<file path="src/rtl/prio_encoder_rr.sv">
// Registered N-input priority encoder with fixed or round-robin priority and a
// valid/ready output handshake; a stalled grant is held as a frozen snapshot.
module prio_encoder_rr #(
  parameter int N = 8,
  parameter int W = $clog2(N)
) (
  input  logic         clk,
  input  logic         rst_n,
  input  logic [N-1:0] req,
  input  logic         rr_en,
  input  logic         out_ready,
  output logic         out_valid,
  output logic [W-1:0] out_idx,
  output logic [N-1:0] out_onehot,
  output logic         out_multi
);

  logic [W-1:0] ptr;
  logic [W-1:0] g_p0;
  logic         any_p0;
  logic         multi_p0;
  logic         load_p0;

  // Highest set index wins.
  function automatic logic [W-1:0] fixed_pick(input logic [N-1:0] r);
    logic [W-1:0] g;
    g = '0;
    for (int k = 0; k < N; k++) begin
      if (r[k]) g = W'(k);
    end
    return g;
  endfunction

  // Search downward from p, wrapping from 0 to N-1; first set bit wins.
  function automatic logic [W-1:0] rr_pick(input logic [N-1:0] r, input logic [W-1:0] p);
    logic [W-1:0] g;
    logic [W-1:0] j;
    logic         found;
    g     = '0;
    found = 1'b0;
    for (int k = 0; k < N; k++) begin
      j = W'((int'(p) + N - k) % N);
      if (!found && r[j]) begin
        g     = j;
        found = 1'b1;
      end
    end
    return g;
  endfunction

  // Stage p0: combinational grant select
  always_comb begin
    any_p0   = |req;
    multi_p0 = ($countones(req) > 1);
    g_p0     = rr_en ? rr_pick(req, ptr) : fixed_pick(req);
    load_p0  = !out_valid || out_ready;
  end

  // Stage p1: registered grant and round-robin pointer
  always_ff @(posedge clk or negedge rst_n) begin
    if (!rst_n) begin
      out_valid  <= 1'b0;
      out_idx    <= '0;
      out_onehot <= '0;
      out_multi  <= 1'b0;
      ptr        <= W'(N - 1);
    end else if (load_p0) begin
      if (any_p0) begin
        out_valid  <= 1'b1;
        out_idx    <= g_p0;
        out_onehot <= N'(1) << g_p0;
        out_multi  <= multi_p0;
        if (rr_en) ptr <= (g_p0 == '0) ? W'(N - 1) : g_p0 - 1'b1;
      end else begin
        // Empty request: drop valid but keep the last index and pointer.
        out_valid  <= 1'b0;
        out_onehot <= '0;
        out_multi  <= 1'b0;
      end
    end
  end

endmodule

</file>
<file path="config.mk">
export PLATFORM = sky130hd
export DESIGN_NAME = prio_encoder_rr
export DESIGN_NICKNAME = d
export VERILOG_FILES = /design/src/rtl/prio_encoder_rr.sv
export SDC_FILE = /design/constraint.sdc
export NUM_CORES = 1
export LEC_CHECK = 0
export ABC_AREA = 0
export BUFFER_PORTS_ARGS = -buffer_cell sky130_fd_sc_hd__clkbuf_2
export CORE_MARGIN = 2
export CORE_UTILIZATION = 40
export DETAILED_ROUTE_END_ITERATION = 8
export SETUP_SLACK_MARGIN = 0.05
export SLEW_MARGIN = 20
export SYNTH_ARGS = -nofsm -noshare
export SYNTH_HDL_FRONTEND = slang
export SYNTH_SLANG_ARGS = --single-unit
</file>
<file path="constraint.sdc">
create_clock -name clk -period 6.3 [get_ports clk]
set_clock_uncertainty 0.1 [all_clocks]
set_input_delay 1.26 -clock clk [delete_from_list [all_inputs] [get_ports clk]]
set_output_delay 1.26 -clock clk [all_outputs]
set_load 0.02 [all_outputs]
</file>
==> results of run 1 <==
[worst paths after layout]
path / start / end / slack [ns] / cells after the start
max in group asynchronous: rst_n / ptr[0] / 4.95 / 1
min in group asynchronous: rst_n / out_onehot[1] / 0.82 / 1
max: ptr[0] / ptr[2] / 1.13 / 13
min: out_onehot[5] / out_onehot[5] / 0.38 / 2
max reg2reg: ptr[0] / ptr[2] / 1.13 / 13
min reg2reg: out_onehot[5] / out_onehot[5] / 0.38 / 2
[worst register-to-register path, stage by stage (launching register included)]
cell and delay [ns]:
sky130_fd_sc_hd__dfstp_2 0.79, sky130_fd_sc_hd__inv_1 0.33, sky130_fd_sc_hd__ha_1 0.87, sky130_fd_sc_hd__mux2_2 0.44
sky130_fd_sc_hd__mux4_2 0.49, sky130_fd_sc_hd__or2_2 0.33, sky130_fd_sc_hd__nor3_1 0.21, sky130_fd_sc_hd__o211a_1 0.17
sky130_fd_sc_hd__a21oi_1 0.05, sky130_fd_sc_hd__o21ai_0 0.51, sky130_fd_sc_hd__ha_1 0.34, sky130_fd_sc_hd__nor2_1 0.06
sky130_fd_sc_hd__mux2_1 0.29, sky130_fd_sc_hd__o21ai_1 0.12
[metrics by stage]
stage / power [mW] / util (%) / area [sq um]
2_1_floorplan: 0.956 / - / 2090
3_3_place_gp: 1.14 / 43.6 / 2210
3_5_place_dp: 1.13 / 43.6 / 2210
4_1_cts: 1.23 / 44.7 / 2270
5_1_grt: 1.34 / 44.7 / 2270
6_report: 1.24 / 44.7 / 2270
[cells by family (layout without fill, tap and decap cells)]
kind of cell	after synthesis	after routing	synth area share, %
mux	33	33	25.9
flops	16	16	19.3
fa+ha+maj	15	15	10.4
buf+inv	40	47	7.65
compound gates	55	55	19.0
xor+xnor	3	3	1.26
simple gates	71	71	16.5
[per-layer routing]
metal | global-route usage (%) | vias up | share of wire [%]
met5 | 0 | - | 0
met1 | 26.2 | 897 | 48
met2 | 26.6 | 63 | 46
met3 | 2.01 | 9 | 4.6
li1 | - | 871 | -
met4 | 5.45 | 0 | 1.4
[sequential cells by signal (all words and copies together), names as in the netlist]
register	count
out_onehot	8
out_multi	1
out_valid	1
out_idx	3
ptr	3
[layout by cell type, fill, tap and decap left out, drive strengths merged, types with 5 or more instances in the layout]
cell    netlist  layout
mux4         16      16
ha           11      11
nand2        25      25
mux2          9       9
o21ai        14      14
a21oi         6       6
inv          19      19
a211oi        5       5
clkbuf       17      28
dfrtp        13      13
mux2i         8       8
nor2         17      17
nor3          5       5
nand2b        5       5
[power by group through the flow]
stage	logic (mW)	clock network (mW)	registers (mW)
global route	0.998	0.0986	0.245
detailed placement	0.898	0	0.235
floorplan	0.741	0	0.215
finish	0.910	0.0918	0.234
global placement	0.904	0	0.235
CTS	0.902	0.0934	0.234
[cell type report]
class	instances	share of cell area (%)
tap	70	3.86
clock buffer	4	2.43
multi-input combinational	177	67.4
sequential	16	17.8
timing repair buffer	24	5.30
inverter	19	3.15
==> summary.md, run 1 <==
| Metric | Value |
|---|---|
| Largest fanout on the critical path | 18 |
| Sum of negative setup slack | 0 ns |
| Class of the tightest hold or removal check | flip-flop to flip-flop |
| Mean instance size in the synthesized netlist | ~9.0 sq um |
| Largest cells by area after synthesis | sky130_fd_sc_hd__mux4_2, sky130_fd_sc_hd__dfrtp_1, sky130_fd_sc_hd__ha_1, sky130_fd_sc_hd__nand2_1, sky130_fd_sc_hd__mux2_2 |
| Crit path capture type | flip-flop |
| Share of synthesized flip-flops with an asynchronous set or reset | 100% |
| Clock network latency to the later pin of the worst-skew pair | 0.25 ns |
| Total number of vias | 1,840 |
| Count of final hold-check violations | 0 |
| Internal | between 600 and 700 uW |
| Global Route Usage Sum | 17.5% |
| Final number of setup-violating endpoints | 0 |
| Post-placement worst setup slack | 1.16 ns |
| Cell type with the largest total area after synthesis | sky130_fd_sc_hd__mux4_2 |
| Kind of cell with the highest combined delay on the critical path | multiplexers |
| Tightest hold margin | around 0.38 ns |
| Detail-routed via count per cell | ~5.9 |
| Slew of the pin with the lowest slew margin | 0.827 ns |
| Total count of max-transition violations in the final report | 0 |
| HPWL reported at the end of detailed placement | 3640 um |
| Total detailed-routing wirelength | 5040 um |
| Portion of total power attributed to sequential cells | 18.9% |
| Synth Net Count | 260 |
| Gate power share | between 70% and 80% |
| Flop and latch count out of synthesis | 16 |
| Congestion Overflow GR | 0 |
| CTS Sinks | 16 |
| Min Tclk post-route | 5.17 ns |
| Clock tree from TritonCTS | done |
| Crit path buffers/inverters | 1 |
| Vertical extent of the die | 76.3 um |
| Global-route wire length before repair | 8530 um |
| Max-capacitance violation count | 0 |
| Portion of total power attributed to the clock network | 7.4% |
| Fin crit share | 82.0% |
| Antenna violations before repair | 0 |
| Initial DRC Count | 172 |
| Share of the synthesized area in the top cell type | 17.2% |
| Total setup buffers inserted after CTS | 0 |
| Standard-cell row count | 26 |
| Final Net Count | ~270 |
| Flip-flop and latch area | just over 400 sq um |
| Post-route insts no fill | 310 |
| Number of flops mapped to enable cells by yosys | 0 |
| Die area | 5830 sq um |
| Max Clock Freq | 0.194 GHz |
| Number of fill cells | 517 |
| Crit-path max cell delay | 0.87 ns |
| Horiz. Die Dim | 76.3 um |
| Maximum count of clock buffers along a single path | 2 |
| Commonest cells in the netlist | sky130_fd_sc_hd__nand2_1, sky130_fd_sc_hd__inv_1, sky130_fd_sc_hd__clkbuf_1, sky130_fd_sc_hd__nor2_1, sky130_fd_sc_hd__mux4_2 |
| Synth Instances | 233 |
| Residual DRC count | 0 |
| Element type at the critical path start | flip-flop |
| Area of the multi-input gates | roughly 1500 sq um |
| Critical path required time | between 6 and 7 ns |
| Maximum number of pins on one net before global-route repair | 22 |
| Cell area after technology mapping | about 2100 sq um |
| Library cell used as clock root buffer | sky130_fd_sc_hd__clkbuf_8 |
| Synth Warn # | 0 |
| Area overhead of the layout relative to synthesis | 8.31% |
| Sequential cell area fraction in the yosys report | 19.3% |
| Power density relative to cell area | 545 nW/um^2 |
| Starting density of the core | 41.2% |
| Remaining max-slew budget at the tightest pin | between 40% and 50% |
| Worst IR drop on VDD | 0.274 mV |
| # diodes | 0 |
| Worst Path Class, Setup | flip-flop to flip-flop |
| Number of global-route vias before repair | 1,722 |
| Cell type of the slowest stage on the worst timing path | sky130_fd_sc_hd__ha_1 |
| Clock transition time at the flip-flop clock pins of the worst setup and hold paths | 0.06 ns |
| Dominant synthesized flop cell | sky130_fd_sc_hd__dfrtp_1 |
| Routability congestion estimate from global placement | approximately 0.84 |
| # placed instances | 306 |
| Antenna violation net count after detailed routing | 0 |
| Distinct cell type count after synthesis | 52 |
| Leakage power figure | 0.995 nW |
| Dominant cell type by count on the critical path | sky130_fd_sc_hd__ha_1 |
| Number of buffers inserted during clock tree synthesis | 3 |
| Most common cell in the netlist | sky130_fd_sc_hd__nand2_1 |
| Proportion of layout cells with a drive suffix above 1 | around a quarter |
| Resized Gates After CTS | 0 |
| Critical-path cell list | inv_1 -> ha_1 -> mux2_2 -> mux4_2 -> or2_2 -> nor3_1 -> o211a_1 -> a21oi_1 -> o21ai_0 -> ha_1 -> nor2_1 -> mux2_1 -> o21ai_1 |
| Net Sw Frac | slightly below 50% |
| I/O pins | 25 |
| Arrival time worst endpoint | 5.25 ns |
| Switching Power | 605 uW |
| H-tree depth | 1 |
| Total of hold buffers inserted after clock tree synthesis | 0 |
| Core region area | ~5000 sq um |
| Setup repair after global routing missed its margin | false |
| Number of detailed-routing iterations run before antenna repair | 4 |
| Wire length per cell after detailed routing | 16.3 um |
| Final setup margin | 1.13 ns |
| Outcome | complete, no violations |
| Total of buffers placed on input and output ports | 24 |
Power figures use the tool's default switching activity.
==> run 2: changes to the inputs <==
clock period = 5 ns   (was 6.3 ns; I/O delays follow)
==> run 2 against run 1 <==
Against the previous run: register-to-register slack worse by 0.52 ns; critical path depth stayed put; first-iteration DRC count is 7.0% higher; critical endpoint unchanged; total power is 29% higher.
==> summary.md, run 2 (synthesized netlist as in run 1, its figures left out) <==
| Metric | Value |
|---|---|
| Capture point of the worst path | ptr[2] |
| Wire length per cell after detailed routing | 16.3 um (+0.54%) |
| FF-to-FF Start | ptr[1] |
| Most used routing layer in global routing | met2 |
| Max Clock Freq | 0.228 GHz (+18%) |
| Total of buffers placed on input and output ports | 24 (unchanged) |
| Leakage power figure | 1.01 nW (+1.8%) |
| Commonest non-fill, non-tap cell in the layout | sky130_fd_sc_hd__nand2_1 |
| Total setup buffers inserted after CTS | 0 (unchanged) |
| Total of hold buffers inserted after clock tree synthesis | 0 (unchanged) |
| Setup repair after global routing missed its margin | false |
| R2R setup slack | 0.61 ns (-0.52 ns) |
| Outcome | complete, no violations |
| Area overhead of the layout relative to synthesis | 9.62% |
| Element type at the critical path start | flip-flop |
| Largest fanout on the critical path | 10 (-8) |
| Clock tree from TritonCTS | done |
| Slew of the pin with the lowest slew margin | 0.790 ns (-0.0377 ns) |
| Sum of negative setup slack | 0 ns (unchanged) |
| Class of the tightest hold or removal check | flip-flop to flip-flop |
| Detail-routed via count per cell | 5.70 (-3.9%) |
| Total number of vias | 1,797 (-2.3%) |
| Total detailed-routing wirelength | 5150 um (+2.2%) |
| Number of cells on the worst reg-to-reg path | 13 (unchanged) |
| Fin crit share | 87.8% (+5.8 points) |
| # diodes | 0 (unchanged) |
| Clock transition time at the flip-flop clock pins of the worst setup and hold paths | 0.07 ns (about the same) |
| Worst IR drop on VDD | 0.419 mV (+53%) |
| Final number of setup-violating endpoints | 0 (unchanged) |
| Flip-flop count of the largest register after layout | 8 (unchanged) |
| Crit-path max cell delay | 0.54 ns (-0.33 ns) |
| H-tree depth | 1 (unchanged) |
| Area post-placement | 2250 sq um (+1.7%) |
| Dominant cell type by count on the critical path | sky130_fd_sc_hd__ha_1 |
| Starting density of the core | 41.2% (unchanged) |
| Max-capacitance violation count | 0 (unchanged) |
| I/O pins | 25 (unchanged) |
| Number of detailed-routing iterations run before antenna repair | 4 (unchanged) |
| Register with the highest flop count | out_onehot |
| Die area | 5830 sq um (unchanged) |
| Global Route Usage Sum | 19.0% (+1.5 points) |
| Horiz. Die Dim | 76.3 um (unchanged) |
| Number of global-route vias before repair | 1,837 (+6.7%) |
| Maximum count of clock buffers along a single path | 2 (unchanged) |
| Critical path required time | 5.09 ns (-1.29 ns) |
| Total count of max-transition violations in the final report | 0 (unchanged) |
| Routability congestion estimate from global placement | 0.848 (+0.75%) |
| Initial DRC Count | 184 (+7.0%) |
| Core region area | 5070 sq um (unchanged) |
| Critical-path cell list | inv_1 -> ha_1 -> mux2_2 -> mux4_2 -> or2_2 -> nor3_1 -> o211a_1 -> a21oi_1 -> o21ai_0 -> ha_1 -> nor2_1 -> mux2_1 -> o21ai_1 |
| Final Net Count | 273 (+1.9%) |
| Met2 routing resource usage after global routing | 31.2% (+4.5 points) |
| CTS Sinks | 16 (unchanged) |
| Remaining max-slew budget at the tightest pin | 47.2% (+2.5 points) |
| Worst setup path startpoint | ptr[1] |
| Min Tclk post-route | 4.39 ns (-0.777 ns) |
| Arrival time worst endpoint | 4.47 ns (-0.78 ns) |
| Antenna violation net count after detailed routing | 0 (unchanged) |
| Power density relative to cell area | 695 nW/um^2 (+27%) |
| Crit path capture type | flip-flop |
| Cell type of the slowest stage on the worst timing path | sky130_fd_sc_hd__ha_1 |
| Worst Path Class, Setup | flip-flop to flip-flop |
| Met3 Use GR | 2.01% (unchanged) |
| Standard-cell row count | 26 (unchanged) |
| Residual DRC count | 0 (unchanged) |
| Design Area, Final | 2290 sq um (+1.2%) |
| Maximum number of pins on one net before global-route repair | 21 (-4.5%) |
| Met1 GRT Util | 27.6% (+1.4 points) |
| Vertical extent of the die | 76.3 um (unchanged) |
| Library cell used as clock root buffer | sky130_fd_sc_hd__clkbuf_8 |
| Leading registers by flop count | out_onehot (8), out_idx (3), ptr (3) |
| Antenna violations before repair | 0 (unchanged) |
| Global-route wire length before repair | 9070 um (+6.4%) |
| Destination of the worst register-to-register timing path | ptr[2] |
| Resized Gates After CTS | 0 (unchanged) |
| HPWL reported at the end of detailed placement | 3770 um (+3.7%) |
| Count of final hold-check violations | 0 (unchanged) |
| Congestion Overflow GR | 0 (unchanged) |
| Most used cells in the layout excluding fill and tap cells | sky130_fd_sc_hd__nand2_1, sky130_fd_sc_hd__clkbuf_2, sky130_fd_sc_hd__inv_1, sky130_fd_sc_hd__nor2_1, sky130_fd_sc_hd__mux4_2 |
| Clock network latency to the later pin of the worst-skew pair | 0.25 ns (about the same) |
| Proportion of layout cells with a drive suffix above 1 | 25.7% (+1.1 points) |
| Number of buffers inserted during clock tree synthesis | 3 (unchanged) |
## run 2: cell types whose count changed in the layout (fill, tap and decap cells not counted), sizes merged
| cell | change |
|---|---|
| buf | +5 |
## run 2: where the power goes
group          leakage, nW  switching [mW]  total [mW]  internal (mW)
clock network       0.0228          0.0430      0.0995         0.0564
logic                0.797           0.687        1.25          0.565
registers            0.194          0.0511       0.243          0.192
total                 1.01           0.781        1.59          0.813
## run 2: metrics by stage
stage          total power [mW]  cells  worst slack, ns  util [%]  hold slack [ns]
6_report                   1.59    315            0.611      45.2            0.378
4_1_cts                    1.60    315            0.598      45.2            0.386
3_3_place_gp               1.49    311            0.605      44.3            0.364
3_5_place_dp               1.49    311            0.499      44.3            0.370
5_1_grt                    1.75    315            0.245      45.2            0.419
2_1_floorplan              1.20    233            0.364         -            0.479
## run 2: metal layers
layer / vias up / share of wire [%]
met3: 2 / 4.5
met5: - / 0
met4: 0 / 0.25
met2: 52 / 49
li1: 887 / -
met1: 856 / 46
## run 2: worst min-delay path by stage
stage	cells after the start	end	start
floorplan	2	out_idx[0]	out_idx[0]
global placement	2	out_onehot[5]	out_onehot[5]
detailed placement	2	out_onehot[5]	out_onehot[5]
CTS	2	out_onehot[5]	out_onehot[5]
global route	1	out_multi	out_multi
finish	2	out_onehot[5]	out_onehot[5]
## run 2: final cells by class
class | count | area, sq um
clock buffer | 4 | 45.0
tap | 70 | 87.6
inverter | 19 | 71.3
sequential | 16 | 404
multi-input combinational | 177 | 1530
timing repair buffer | 29 | 158
fill | 519 | 2780
## run 2: worst max-delay path, delay by kind of cell, from the launching register on
kind                       cells  cell delay, ns
DFF                            1            0.52
and+or+nand+nor                3            0.61
buffers and inverters          1            0.09
AOI/OAI and AO/OA              4            0.89
muxes                          3            1.22
adders and majority gates      2            0.89
